## src/rtl/envelope_follower.sv

```systemverilog
// Envelope follower: rectify -> attack/release slew -> hysteretic gate FSM, 3-stage pipeline.
// Optional hold state and counter enabled by defining ENV_FOLLOWER_HOLD_EN.
module envelope_follower #(
    parameter int BITSIZE          = 16,
    parameter int ACCUMULATOR_BITS = 20,
    parameter int PARAMETERS_BITS  = 16
) (
    input  logic                       clk,
    input  logic                       reset,
    input  logic                       sample_valid,
    input  logic signed [BITSIZE-1:0]  in,
    input  logic [PARAMETERS_BITS-1:0] att,
    input  logic [PARAMETERS_BITS-1:0] rel,
    input  logic [PARAMETERS_BITS-1:0] thr_on,
    input  logic [PARAMETERS_BITS-1:0] thr_off,
    input  logic [PARAMETERS_BITS-1:0] hold,
    output logic [BITSIZE-1:0]         env,
    output logic                       env_valid,
    output logic                       gate,
    output logic                       gate_rise,
    output logic [1:0]                 dbg_state
);
    localparam int SHIFT = ACCUMULATOR_BITS - BITSIZE;
    localparam logic [BITSIZE-1:0] MOST_NEG = {1'b1, {(BITSIZE-1){1'b0}}};
    localparam logic [BITSIZE-1:0] MAX_POS  = {1'b0, {(BITSIZE-1){1'b1}}};

`ifdef ENV_FOLLOWER_HOLD_EN
    typedef enum logic [1:0] {S_IDLE, S_OPEN, S_HOLD} state_t;
`else
    typedef enum logic [1:0] {S_IDLE, S_OPEN} state_t;
`endif

    // Stage 1: rectify
    logic [BITSIZE-1:0] w_in_u;
    logic [BITSIZE-1:0] w_rect;
    logic [BITSIZE-1:0] r_rect;
    logic               r_v1;

    assign w_in_u = in;

    always_comb begin
        w_rect = w_in_u;
        if (w_in_u == MOST_NEG)
            w_rect = MAX_POS;
        else if (w_in_u[BITSIZE-1])
            w_rect = ~w_in_u + 1'b1;
    end

    always_ff @(posedge clk) begin
        if (reset) begin
            r_v1   <= 1'b0;
            r_rect <= '0;
        end else begin
            r_v1 <= sample_valid;
            if (sample_valid)
                r_rect <= w_rect;
        end
    end

    // Stage 2: slew toward target; all arithmetic kept non-negative by comparing first
    logic [ACCUMULATOR_BITS-1:0] r_acc;
    logic                        r_v2;
    logic [ACCUMULATOR_BITS-1:0] w_target;
    logic [ACCUMULATOR_BITS:0]   w_up;
    logic [ACCUMULATOR_BITS-1:0] w_gap;
    logic [ACCUMULATOR_BITS-1:0] w_rel_ext;
    logic [ACCUMULATOR_BITS-1:0] w_acc_nx;
    logic [BITSIZE-1:0]          w_env;

    assign w_target  = {r_rect, {SHIFT{1'b0}}};
    assign w_up      = {1'b0, r_acc} + {{(ACCUMULATOR_BITS+1-PARAMETERS_BITS){1'b0}}, att};
    assign w_rel_ext = {{(ACCUMULATOR_BITS-PARAMETERS_BITS){1'b0}}, rel};
    assign w_gap     = r_acc - w_target;
    assign w_env     = r_acc[ACCUMULATOR_BITS-1 -: BITSIZE];

    always_comb begin
        w_acc_nx = r_acc;
        if (r_acc < w_target) begin
            if (w_up >= {1'b0, w_target})
                w_acc_nx = w_target;
            else
                w_acc_nx = w_up[ACCUMULATOR_BITS-1:0];
        end else if (r_acc > w_target) begin
            if (w_gap <= w_rel_ext)
                w_acc_nx = w_target;
            else
                w_acc_nx = r_acc - w_rel_ext;
        end
    end

    always_ff @(posedge clk) begin
        if (reset) begin
            r_v2  <= 1'b0;
            r_acc <= '0;
        end else begin
            r_v2 <= r_v1;
            if (r_v1)
                r_acc <= w_acc_nx;
        end
    end

    // Stage 3: gate FSM, evaluated only for samples leaving stage 2
    state_t r_state;
    state_t w_state_nx;
    logic   w_rise_nx;
    logic   r_gate;
    logic   r_gate_rise;
    logic   r_env_valid;
`ifdef ENV_FOLLOWER_HOLD_EN
    logic [PARAMETERS_BITS-1:0] r_hold_cnt;
    logic [PARAMETERS_BITS-1:0] w_cnt_nx;
`else
    logic w_unused_hold;
    assign w_unused_hold = ^hold;
`endif

    always_comb begin
        w_state_nx = r_state;
        w_rise_nx  = 1'b0;
`ifdef ENV_FOLLOWER_HOLD_EN
        w_cnt_nx   = r_hold_cnt;
`endif
        if (r_v2) begin
            case (r_state)
                S_IDLE: begin
                    if (w_env >= thr_on) begin
                        w_state_nx = S_OPEN;
                        w_rise_nx  = 1'b1;
                    end
                end
                S_OPEN: begin
                    if (w_env < thr_off) begin
`ifdef ENV_FOLLOWER_HOLD_EN
                        if (hold == '0) begin
                            w_state_nx = S_IDLE;
                        end else begin
                            w_state_nx = S_HOLD;
                            w_cnt_nx   = '0;
                        end
`else
                        w_state_nx = S_IDLE;
`endif
                    end
                end
`ifdef ENV_FOLLOWER_HOLD_EN
                S_HOLD: begin
                    // >= keeps the count bounded if hold is lowered while counting
                    if (w_env >= thr_on)
                        w_state_nx = S_OPEN;
                    else if (r_hold_cnt >= hold)
                        w_state_nx = S_IDLE;
                    else
                        w_cnt_nx = r_hold_cnt + 1'b1;
                end
`endif
                default: w_state_nx = S_IDLE;
            endcase
        end
    end

    always_ff @(posedge clk) begin
        if (reset) begin
            r_state     <= S_IDLE;
            r_gate      <= 1'b0;
            r_gate_rise <= 1'b0;
            r_env_valid <= 1'b0;
`ifdef ENV_FOLLOWER_HOLD_EN
            r_hold_cnt  <= '0;
`endif
        end else begin
            r_state     <= w_state_nx;
            r_gate      <= (w_state_nx != S_IDLE);
            r_gate_rise <= w_rise_nx;
            r_env_valid <= r_v2;
`ifdef ENV_FOLLOWER_HOLD_EN
            r_hold_cnt  <= w_cnt_nx;
`endif
        end
    end

    assign env       = w_env;
    assign env_valid = r_env_valid;
    assign gate      = r_gate;
    assign gate_rise = r_gate_rise;
    assign dbg_state = r_state;

endmodule

```

## config.mk

```make
export PLATFORM = sky130hd
export DESIGN_NAME = envelope_follower
export DESIGN_NICKNAME = d
export VERILOG_FILES = /design/src/rtl/envelope_follower.sv
export SDC_FILE = /design/constraint.sdc
export NUM_CORES = 1
export LEC_CHECK = 0
export BUFFER_PORTS_ARGS = -buffer_cell sky130_fd_sc_hd__buf_2
export CAP_MARGIN = 30
export CORE_UTILIZATION = 62
export CTS_CLUSTER_SIZE = 14
export DETAILED_ROUTE_END_ITERATION = 12
export PLACE_DENSITY = 0.88
export SLEW_MARGIN = 0
export SYNTH_ARGS = -nofsm -noshare
export SYNTH_HDL_FRONTEND = slang
export SYNTH_SLANG_ARGS = --single-unit
```

## constraint.sdc

```tcl
create_clock -name clk -period 9.6 [get_ports clk]
set_clock_uncertainty 0.15 [all_clocks]
set_input_delay 1.92 -clock clk [delete_from_list [all_inputs] [get_ports clk]]
set_output_delay 1.92 -clock clk [all_outputs]
set_load 0.01 [all_outputs]
```

==> flow_summary.toml <==
[run_status]
outcome = "complete, no violations"

[timing]
slew_violations = 0
period_minus_slack_ns = 6.75
worst_pin_slew_ns = 0.736
setup_viol = 0
min_period_over_period_pct = 70.3
slew_headroom_pct = 49.7
hold_viol = 0
fmax_mhz = 148
setup_ws_ns = 2.85
rsz0062_at_grt = "no"
tns_ns = 0

[setup_path]
cp_slowest_cell = "or4_1"
crit_buf_inv = 1
cp-start-kind = "input port"
slowest_delay_ns = 0.54
cp_cell_sequence = "buf_2 -> ha_1 -> o21a_1 -> a31oi_1 -> nor3_1 -> o2111ai_1 -> o21ai_0 -> and4_2 -> xor2_1 -> ha_1 -> nand3_1 -> or4_1 -> a311oi_1 -> nor2_1 -> o211ai_4 -> or2_0 -> o21ai_2 -> o21ai_0 -> o211a_1"
cp_data_required_time_ns = 9.71
cp.arrival_ns = 6.86
cp_top_family = "simple AND/OR/NAND/NOR gates"
cp_max_fo = 6
path_class = "in2reg"
endpoint_kind = "register"

[power]
power.switching_mw = 0.621
sequentialPowerShare_pct = 19.5
powerDensity_nw_per_um2 = 184
p_leak_nw = 3.37
vdd.ir_drop.worst_uv = 124
netSwitchingFraction_pct = 50.2
totalPowerFinal_mw = 1.24
clock_power_share_pct = 11.8
comb_power_share_pct = 68.7
p_int_mw = 0.617

[global_route]
grt_overflow = 0
grt_pass1_wl_um = 28200
track_usage_pct = 35.3
antenna_found_initial = 1
grt_max_degree = 32
first_global_vias = 5760

[route]
routed_wl_um = 18000
drt_iter0_drc = 333
vias = 6329
avgViaCountPerCell = 6.34
drc = 0
dr.pass1.iters = 5
detail-route-antenna-nets = 0
routedWlPerCell_um = 18.1

[final_layout]
drive_above_1_share_pct = 15.9
nNetsFinal = 1079
antenna_cells = 0
area_delta_synth_final_pct = 9.12
nFillCells = 804
stdcell_area_um2 = 6710
postLayoutCoreUtil_pct = 71.3

[synthesis]
synth_cell_type_count = 78
ys.flop_type = "dfxtp_1"
ys_seq_elements = 43
async_reset_ff_share_pct = 0
ys_warn_count = 0
synth_edf_count = 0
syn_nets = 1002
syn_avg_cell_area_um2 = 7.76
seq_area_frac_synth_pct = 14.0
synth_area_um2 = 6150
syn_inst = 792

[clocking]
cts-hold-fix-buffers = 0
cts_sinks = 43
worstSkewPairLatency_ns = 0.31
cts.clk_slew.worst_paths_ns = 0.09
htree_num_levels = 2
cts.repair.resized = 0
tritoncts = "built"
clockBufferDepth = 2
cts-root-buf = "clkbuf_8"
postCtsSetupRepairBufs = 0
cts_inserted_buffers = 5

[die]
io_pins = 120
rows = 35
initial_core_util_pct = 65.3
core_um2 = 9420
die_x_um = 102
die_area_um2 = 10300
die_h_um = 102

[placed_design]
hpwl_um = 14600
io_buffers = 103
placed_area_um2 = 6600
gp_congestion = 0.989
pre_cts_slack_ns = 2.66

[run]
cap_violations = 0

[worst_hold_path]
hp-class = "reg2reg"
==> registers in the layout, indices dropped and copies added, names as in the netlist <==
register and count:
dbg_state 2, gate 1, r_v2 1, r_acc 20, r_rect 16, r_v1 1, gate_rise 1, env_valid 1
==> worst register-to-register path, cell delays in order, from the launching register on <==
cell and delay, ns:
dfxtp_1 0.59, ha_1 0.38, a21oi_1 0.16, o21ai_0 0.18, or3_1 0.38, o2111ai_1 0.23, o21ai_0 0.21, and4_2 0.33
xor2_1 0.15, ha_1 0.31, nand3_1 0.11, or4_1 0.54, a311oi_1 0.35, nor2_1 0.14, o211ai_4 0.16, or2_0 0.46
o21ai_2 0.20, o21ai_0 0.21, o211a_1 0.17
==> final timing paths <==
path	startpoint	endpoint	slack (ns)	cells after the start
worst max-delay path	att[3]	r_acc[11]$_SDFFE_PP0P_	2.85	19
worst min-delay path	r_rect[7]$_SDFFE_PP0P_	r_rect[7]$_SDFFE_PP0P_	0.36	2
worst max register to register	r_acc[8]$_SDFFE_PP0P_	r_acc[11]$_SDFFE_PP0P_	4.17	18
worst min register to register	r_rect[7]$_SDFFE_PP0P_	r_rect[7]$_SDFFE_PP0P_	0.36	2
==> cell families after synthesis <==
kind of cell	share of synthesized area [%]
mux	0.163
fa+ha+maj	23.0
flops	14.0
simple gates	18.5
xor+xnor	7.41
compound gates	28.3
buf+inv	8.67
==> area by class of cell <==
cell class / count / area [µm²] / area share [%]
multi-input combinational: 636 / 4760 / 70.9
sequential: 43 / 861 / 12.8
timing repair buffer: 104 / 523 / 7.79
inverter: 79 / 297 / 4.42
tap: 129 / 161 / 2.41
clock buffer: 5 / 68.8 / 1.03
clock inverter: 3 / 43.8 / 0.653
==> power groups by stage <==
stage	Clock, mW	Sequential, mW	Combinational (mW)
CTS	0.146	0.240	0.834
global route	0.153	0.244	0.933
finish	0.146	0.242	0.850
global placement	0	0.243	0.799
floorplan	0	0.224	0.655
detailed placement	0	0.244	0.831
==> layer usage <==
layer | global-route usage, % | part of all wire (%) | up-vias
met2 | 59.6 | 47 | 294
met3 | 5.31 | 8.5 | 42
met5 | 0 | 0 | -
met1 | 45.2 | 42 | 2953
met4 | 13.4 | 3.0 | 0
li1 | - | - | 3040
==> through the flow <==
step | std cells | hold WS [ns]
after detailed placement | 991 | 0.340
after CTS | 999 | 0.353
after floorplan | 792 | 0.290
final | 999 | 0.357
after global routing | 999 | 0.382
after global placement | 991 | 0.318
==> placed cells by master, fill, tap and decap left out, types with 3 or more instances in the layout <==
master,synthesis,final
buf_2,5,103
o211ai_1,6,6
a221oi_1,14,14
and4_1,5,5
xor2_1,22,22
or2_2,5,5
and2_1,4,4
nor3_1,13,13
inv_1,79,79
o31ai_1,6,6
nor4_1,3,3
nand2b_1,7,7
o21a_1,15,15
xnor2_1,30,30
o21ai_1,7,7
o41ai_1,3,3
dfxtp_1,43,43
ha_1,108,108
fa_1,3,3
nand2_1,61,61
a2111oi_0,6,6
a311oi_1,3,3
a211oi_1,22,22
o21ai_0,38,38
o31a_1,5,5
or3_1,6,6
a21boi_0,4,4
o2111ai_1,5,5
nand3_1,12,12
or4_1,3,3
a31oi_1,10,10
clkbuf_8,2,5
nor2_1,62,62
nor2b_1,13,13
and3_1,5,5
a21oi_1,52,52
nand4_1,11,11
a21o_1,24,24
==> synthesized netlist by cell type (11+ instances only) <==
| library cell | number | share of area (%) |
|---|---|---|
| ha_1 | 108 | 22 |
| a21o_1 | 24 | 2.9 |
| nor2_1 | 62 | 3.8 |
| xor2_1 | 22 | 3.1 |
| dfxtp_1 | 43 | 14 |
| a221oi_1 | 14 | 2.0 |
| xnor2_1 | 30 | 4.3 |
| nand4_1 | 11 | 1.1 |
| a21oi_1 | 52 | 4.2 |
| nor2b_1 | 13 | 1.3 |
| nand2_1 | 61 | 3.7 |
| nand3_1 | 12 | 0.98 |
| inv_1 | 79 | 4.8 |
| o21ai_0 | 38 | 3.1 |
| nor3_1 | 13 | 1.1 |
| o21a_1 | 15 | 1.8 |
| buf_4 | 16 | 2.0 |
| a211oi_1 | 22 | 2.7 |
(Power assumes the default switching activity.)
